<file path="src/rtl/dmem_arbiter.sv">
// dmem_arbiter: shares the single word-wide data memory between the CPU
// load/store path and a DMA/debug loader port.
//
// The CPU has priority. A starvation counter forces a DMA win after
// STARVE_MAX consecutive losing cycles. The block generates the CPU stall
// and routes the 1-cycle-latency read data back to whichever port issued
// the read.
//
// Ports:
//   clk, rst_n                       clock, async active-low reset
//   cpu_req/we/addr/wdata            CPU request (held until cpu_gnt)
//   cpu_gnt, cpu_stall               CPU accept / stall (req && !gnt)
//   cpu_rvalid, cpu_rdata            CPU load return
//   dma_req/we/addr/wdata            DMA request (held until dma_gnt)
//   dma_gnt                          DMA accept
//   dma_rvalid, dma_rdata            DMA read return
//   mem_en/we/addr/wdata, mem_rdata  data memory port
//   misalign_err                     pulse one cycle after a misaligned grant
module dmem_arbiter #(
    parameter int AW         = 32,
    parameter int DW         = 32,
    parameter int STARVE_MAX = 4
) (
    input  logic          clk,
    input  logic          rst_n,
    input  logic          cpu_req,
    input  logic          cpu_we,
    input  logic [AW-1:0] cpu_addr,
    input  logic [DW-1:0] cpu_wdata,
    output logic          cpu_gnt,
    output logic          cpu_stall,
    output logic          cpu_rvalid,
    output logic [DW-1:0] cpu_rdata,
    input  logic          dma_req,
    input  logic          dma_we,
    input  logic [AW-1:0] dma_addr,
    input  logic [DW-1:0] dma_wdata,
    output logic          dma_gnt,
    output logic          dma_rvalid,
    output logic [DW-1:0] dma_rdata,
    output logic          mem_en,
    output logic          mem_we,
    output logic [AW-1:0] mem_addr,
    output logic [DW-1:0] mem_wdata,
    input  logic [DW-1:0] mem_rdata,
    output logic          misalign_err
);

    localparam int SW = $clog2(STARVE_MAX + 1);
    localparam logic [SW-1:0] SMAX = SW'(STARVE_MAX);

    typedef enum logic {OWN_CPU = 1'b0, OWN_DMA = 1'b1} owner_e;

    logic [SW-1:0] starve_cnt;
    logic          rd_pend;
    owner_e        rd_owner;
    logic [DW-1:0] cpu_rdata_q, dma_rdata_q;
    logic          force_dma, granted, aligned, win_we;

    // Arbitration and memory mux. Grants are masked while reset is held so
    // that no access can leak to memory during reset.
    always_comb begin
        force_dma = dma_req && (starve_cnt == SMAX);
        cpu_gnt   = rst_n && cpu_req && !force_dma;
        dma_gnt   = rst_n && dma_req && (!cpu_req || force_dma);
        cpu_stall = cpu_req && !cpu_gnt;
        granted   = cpu_gnt || dma_gnt;
        mem_addr  = dma_gnt ? dma_addr  : cpu_addr;
        mem_wdata = dma_gnt ? dma_wdata : cpu_wdata;
        win_we    = dma_gnt ? dma_we    : cpu_we;
        aligned   = (mem_addr[1:0] == 2'b00);
        // Misaligned grants complete the handshake but never reach memory.
        mem_en    = granted && aligned;
        mem_we    = granted && win_we;
    end

    // Return path: the owner sees memory data directly in the return cycle;
    // the captured copy keeps each port's rdata stable between its returns.
    always_comb begin
        cpu_rvalid = rd_pend && (rd_owner == OWN_CPU);
        dma_rvalid = rd_pend && (rd_owner == OWN_DMA);
        cpu_rdata  = cpu_rvalid ? mem_rdata : cpu_rdata_q;
        dma_rdata  = dma_rvalid ? mem_rdata : dma_rdata_q;
    end

    always_ff @(posedge clk or negedge rst_n) begin
        if (!rst_n) begin
            starve_cnt   <= '0;
            rd_pend      <= 1'b0;
            rd_owner     <= OWN_CPU;
            misalign_err <= 1'b0;
            cpu_rdata_q  <= '0;
            dma_rdata_q  <= '0;
        end else begin
            if (!dma_req || dma_gnt)
                starve_cnt <= '0;
            else if (starve_cnt != SMAX)
                starve_cnt <= starve_cnt + SW'(1);

            rd_pend      <= mem_en && !win_we;
            misalign_err <= granted && !aligned;
            if (mem_en && !win_we)
                rd_owner <= dma_gnt ? OWN_DMA : OWN_CPU;

            if (cpu_rvalid) cpu_rdata_q <= mem_rdata;
            if (dma_rvalid) dma_rdata_q <= mem_rdata;
        end
    end

endmodule
</file>
<file path="config.mk">
export PLATFORM = sky130hd
export DESIGN_NAME = dmem_arbiter
export DESIGN_NICKNAME = d
export VERILOG_FILES = /design/src/rtl/dmem_arbiter.sv
export SDC_FILE = /design/constraint.sdc
export NUM_CORES = 1
export LEC_CHECK = 0
export CELL_PAD_IN_SITES_DETAIL_PLACEMENT = 0
export CELL_PAD_IN_SITES_GLOBAL_PLACEMENT = 1
export CORE_UTILIZATION = 25
export CTS_BUF_LIST = sky130_fd_sc_hd__clkbuf_4 sky130_fd_sc_hd__clkbuf_8
export DETAILED_ROUTE_END_ITERATION = 10
export PLACE_DENSITY_LB_ADDON = 0.1
export SLEW_MARGIN = 0
export SYNTH_ARGS = -nofsm -noshare
export SYNTH_HDL_FRONTEND = slang
export SYNTH_SLANG_ARGS = --single-unit
</file>
<file path="constraint.sdc">
create_clock -name clk -period 2.3 [get_ports clk]
set_input_delay 0.23 -clock clk [delete_from_list [all_inputs] [get_ports clk]]
set_output_delay 0.23 -clock clk [all_outputs]
set_load 0.1 [all_outputs]
</file>
==> flow_metrics.env, run 1 <==
export IMPL_viasPerCell=4.37
export IMPL_power_density_nw_per_um2=1010
export IMPL_synth_async_sr_flop_share_pct=100
export IMPL_root_buffer="clkbuf_8"
export IMPL_cts_htree_levels=3
export IMPL_synth_seq_area_share_pct=46.8
export IMPL_crit_type="reg2out"
export IMPL_coreArea_sq_um=14600
export IMPL_wl_um=14900
export IMPL_wire_per_inst_um=19.5
export IMPL_dieArea_sq_um=15500
export IMPL_track_usage_pct=19.6
export IMPL_synth_cell_types=31
export IMPL_tightest_slew_ns=0.655
export IMPL_pin_count=302
export IMPL_setup_ws_ns=0.00350
export IMPL_cts_max_path_buffers=2
export IMPL_die_w_um=124
export IMPL_avgSynthCellArea_sq_um=14.7
export IMPL_rsz0062_at_grt="yes"
export IMPL_multi_input_area_sq_um=1990
export IMPL_holdCritPathClass="in2async"
export IMPL_cts_clk_slew_worst_paths_ns=0.07
export IMPL_syn_area_sq_um=3750
export IMPL_grt_ovfl_total=0
export IMPL_fin_worst_skew_ns=0.00408
export IMPL_cts_made_buffers=9
export IMPL_drive_gt1_share_pct=54.6
export IMPL_start_util_pct=25.7
export IMPL_worstSkewPairLatency_ns=0.34
export IMPL_fmax_ghz=0.435
export IMPL_synth_edff_count=0
export IMPL_ys_warnings_count=0
export IMPL_firstDrtPassIters=4
export IMPL_cap_violations=0
export IMPL_fillers=1165
export IMPL_r2r_cells=8
export IMPL_synthFlopType="dfrtp_1"
export IMPL_grt_antenna_before_repair=0
export IMPL_register_area_sq_um=1750
export IMPL_drt_iter0_drc=86
export IMPL_power_frac_comb_pct=70.9
export IMPL_setup_viol=0
export IMPL_synth_seq_cells=70
export IMPL_hpwlAfterDp_um=12000
export IMPL_cts_tree="yes"
export IMPL_io_buffers=301
export IMPL_period_minus_slack_ns=2.30
export IMPL_crit_arrival_ns=2.07
export IMPL_power_share_clock_pct=10.8
export IMPL_grt_first_pass_wirelength_um=22800
export IMPL_crit_required_ns=2.07
export IMPL_synth_nets=423
export IMPL_p_switching_uw=4550
export IMPL_start_kind="register"
export IMPL_r2r_setup_slack_ns=0.66
export IMPL_numClockSinks=70
export IMPL_rr_endpoint="rd_owner"
export IMPL_grt_pass1_vias=3679
export IMPL_hold_viol=0
export IMPL_row_count=44
export IMPL_area_growth_pct=136
export IMPL_drv_slew=0
export IMPL_finalSetupTns_ns=0
export IMPL_pwr_share_seq_pct=18.4
export IMPL_critPathCaptureType="output port"
export IMPL_p_leak_uw=0.00399
export IMPL_crit_start="starve_cnt[1]"
export IMPL_max_vdd_ir_drop_v=0.000725
export IMPL_antenna_left=0
export IMPL_period_share_pct=99.8
export IMPL_endpoint="mem_wdata[30]"
export IMPL_routed_via_count=3347
export IMPL_outcome="completed"
export IMPL_grt_max_degree=55
export IMPL_path_max_fanout=7
export IMPL_switching_share_pct=50.6
export IMPL_synth_cells=255
export IMPL_intPower_uw=4430
export IMPL_drcViolationCount=0
export IMPL_slew_headroom_pct=56.3
export IMPL_fp_dieH_um=124
export IMPL_gp_congestion=0.847
export IMPL_finalNetCount=745
export IMPL_post_place_ws_ns=0.101
export IMPL_r2r_start="starve_cnt[1]"
==> how the worst min path moves through the flow <==
stage               cells after the start             end  slack, ns
floorplan                               0  cpu_rdata_q[0]      -0.07
detailed placement                      2  dma_rdata_q[2]       0.27
CTS                                     3  dma_rdata_q[2]       0.44
finish                                  3  dma_rdata_q[8]       0.45
global route                            3  dma_rdata_q[9]       0.47
global placement                        2  cpu_rdata_q[9]       0.26
==> layout by cell type (no fill, tap or decap), types with 2 or more instances in the layout <==
| cell | count |
|---|---|
| a21oi_1 | 2 |
| nor2_1 | 2 |
| nor3_1 | 2 |
| inv_2 | 2 |
| buf_12 | 139 |
| nand2_1 | 4 |
| dfrtp_1 | 70 |
| inv_1 | 2 |
| buf_16 | 2 |
| mux2_2 | 64 |
| or3_1 | 2 |
| buf_4 | 17 |
| clkdlybuf4s50_1 | 164 |
| clkinv_2 | 2 |
| mux2_4 | 64 |
| o21ai_0 | 4 |
| nand3_1 | 4 |
| clkbuf_8 | 10 |
==> synthesized netlist by cell type, types with 3 or more instances <==
master | instances | area share [%]
dfrtp_1 | 70 | 47
nand3_1 | 4 | 0.53
o21ai_0 | 4 | 0.53
buf_8 | 3 | 1.2
a21oi_1 | 4 | 0.53
buf_2 | 6 | 0.80
mux2_2 | 90 | 27
nand2_1 | 4 | 0.40
mux2_4 | 38 | 15
inv_1 | 4 | 0.40
==> routing by layer <==
metal  share of wire, %  track usage (%)  up-vias
met5                  0                0        -
met4                1.1             4.82        0
met3                6.2             5.58       12
met2                 53             35.3      135
met1                 39             22.6     1629
li1                   -                -     1571
==> final cells by class <==
class,instances,area share [%]
Antenna cell,1,0.0283
Inverter,5,0.240
Clock inverter,4,0.537
Timing Repair Buffer,325,52.6
Multi-Input combinational cell,166,22.5
Sequential cell,70,19.8
Tap cell,184,2.60
Clock buffer,11,1.64
==> cells by family (layout without fill, tap and decap cells) <==
kind of cell | Yosys count | after routing | share of synthesized area [%]
AOI/OAI and AO/OA | 14 | 14 | 2.64
other | 0 | 1 | 0
DFF | 70 | 70 | 46.8
buffers and inverters | 19 | 345 | 4.14
and+or+nand+nor | 22 | 22 | 3.51
muxes | 128 | 128 | 42.3
adders and majority gates | 2 | 2 | 0.668
==> through the flow <==
stage                     instances  utilization, %  power, uW  area, sq um  hold WS [ns]
after floorplan                 255               -       5520         3760       -0.0656
after global placement          737            57.2       7950         8340         0.264
after detailed placement        737            57.2       8010         8340         0.268
after CTS                       763            60.3       9060         8790         0.443
after global routing            765            60.6       9260         8840         0.472
final                           766            60.6       8980         8850         0.447
==> sequential cells by signal, summed over array words and instances, names as in the netlist <==
| signal | cells |
|---|---|
| cpu_rdata_q | 32 |
| dma_rdata_q | 32 |
| misalign_err | 1 |
| rd_owner | 1 |
| rd_pend | 1 |
| starve_cnt | 3 |
==> timing repair <==
action | 4_1_cts | 5_1_grt
hold buffers | 1 | 0
cloned | 3 | 1
pin swaps | 2 | 2
resized for setup | 24 | 15
hold endpoints to repair | 20 | 0
buffers inserted | 7 | 3
setup endpoints to repair | 62 | 49
==> power by group through the flow <==
stage                     Combinational [uW]  Sequential (uW)  Clock (uW)
after CTS                               6390             1650        1010
after global placement                  6290             1660           0
after floorplan                         3860             1660           0
final                                   6360             1650         966
after detailed placement                6330             1680           0
after global routing                    6500             1690        1070
==> worst max-delay path, cell delays in order, from the launching register on <==
cell and delay, ns:
dfrtp_1 0.37, inv_2 0.06, ha_4 0.16, a21bo_4 0.23, nand2_8 0.13, buf_12 0.13, clkbuf_16 0.15, mux2_4 0.31
buf_12 0.17
(Power assumes the default switching activity.)
==> run 2, diff against run 1 <==
HOLD_SLACK_MARGIN = 0.02   (was not set)
==> results of run 2 <==
Final layout, timing and power as in run 1 (identical DEF).
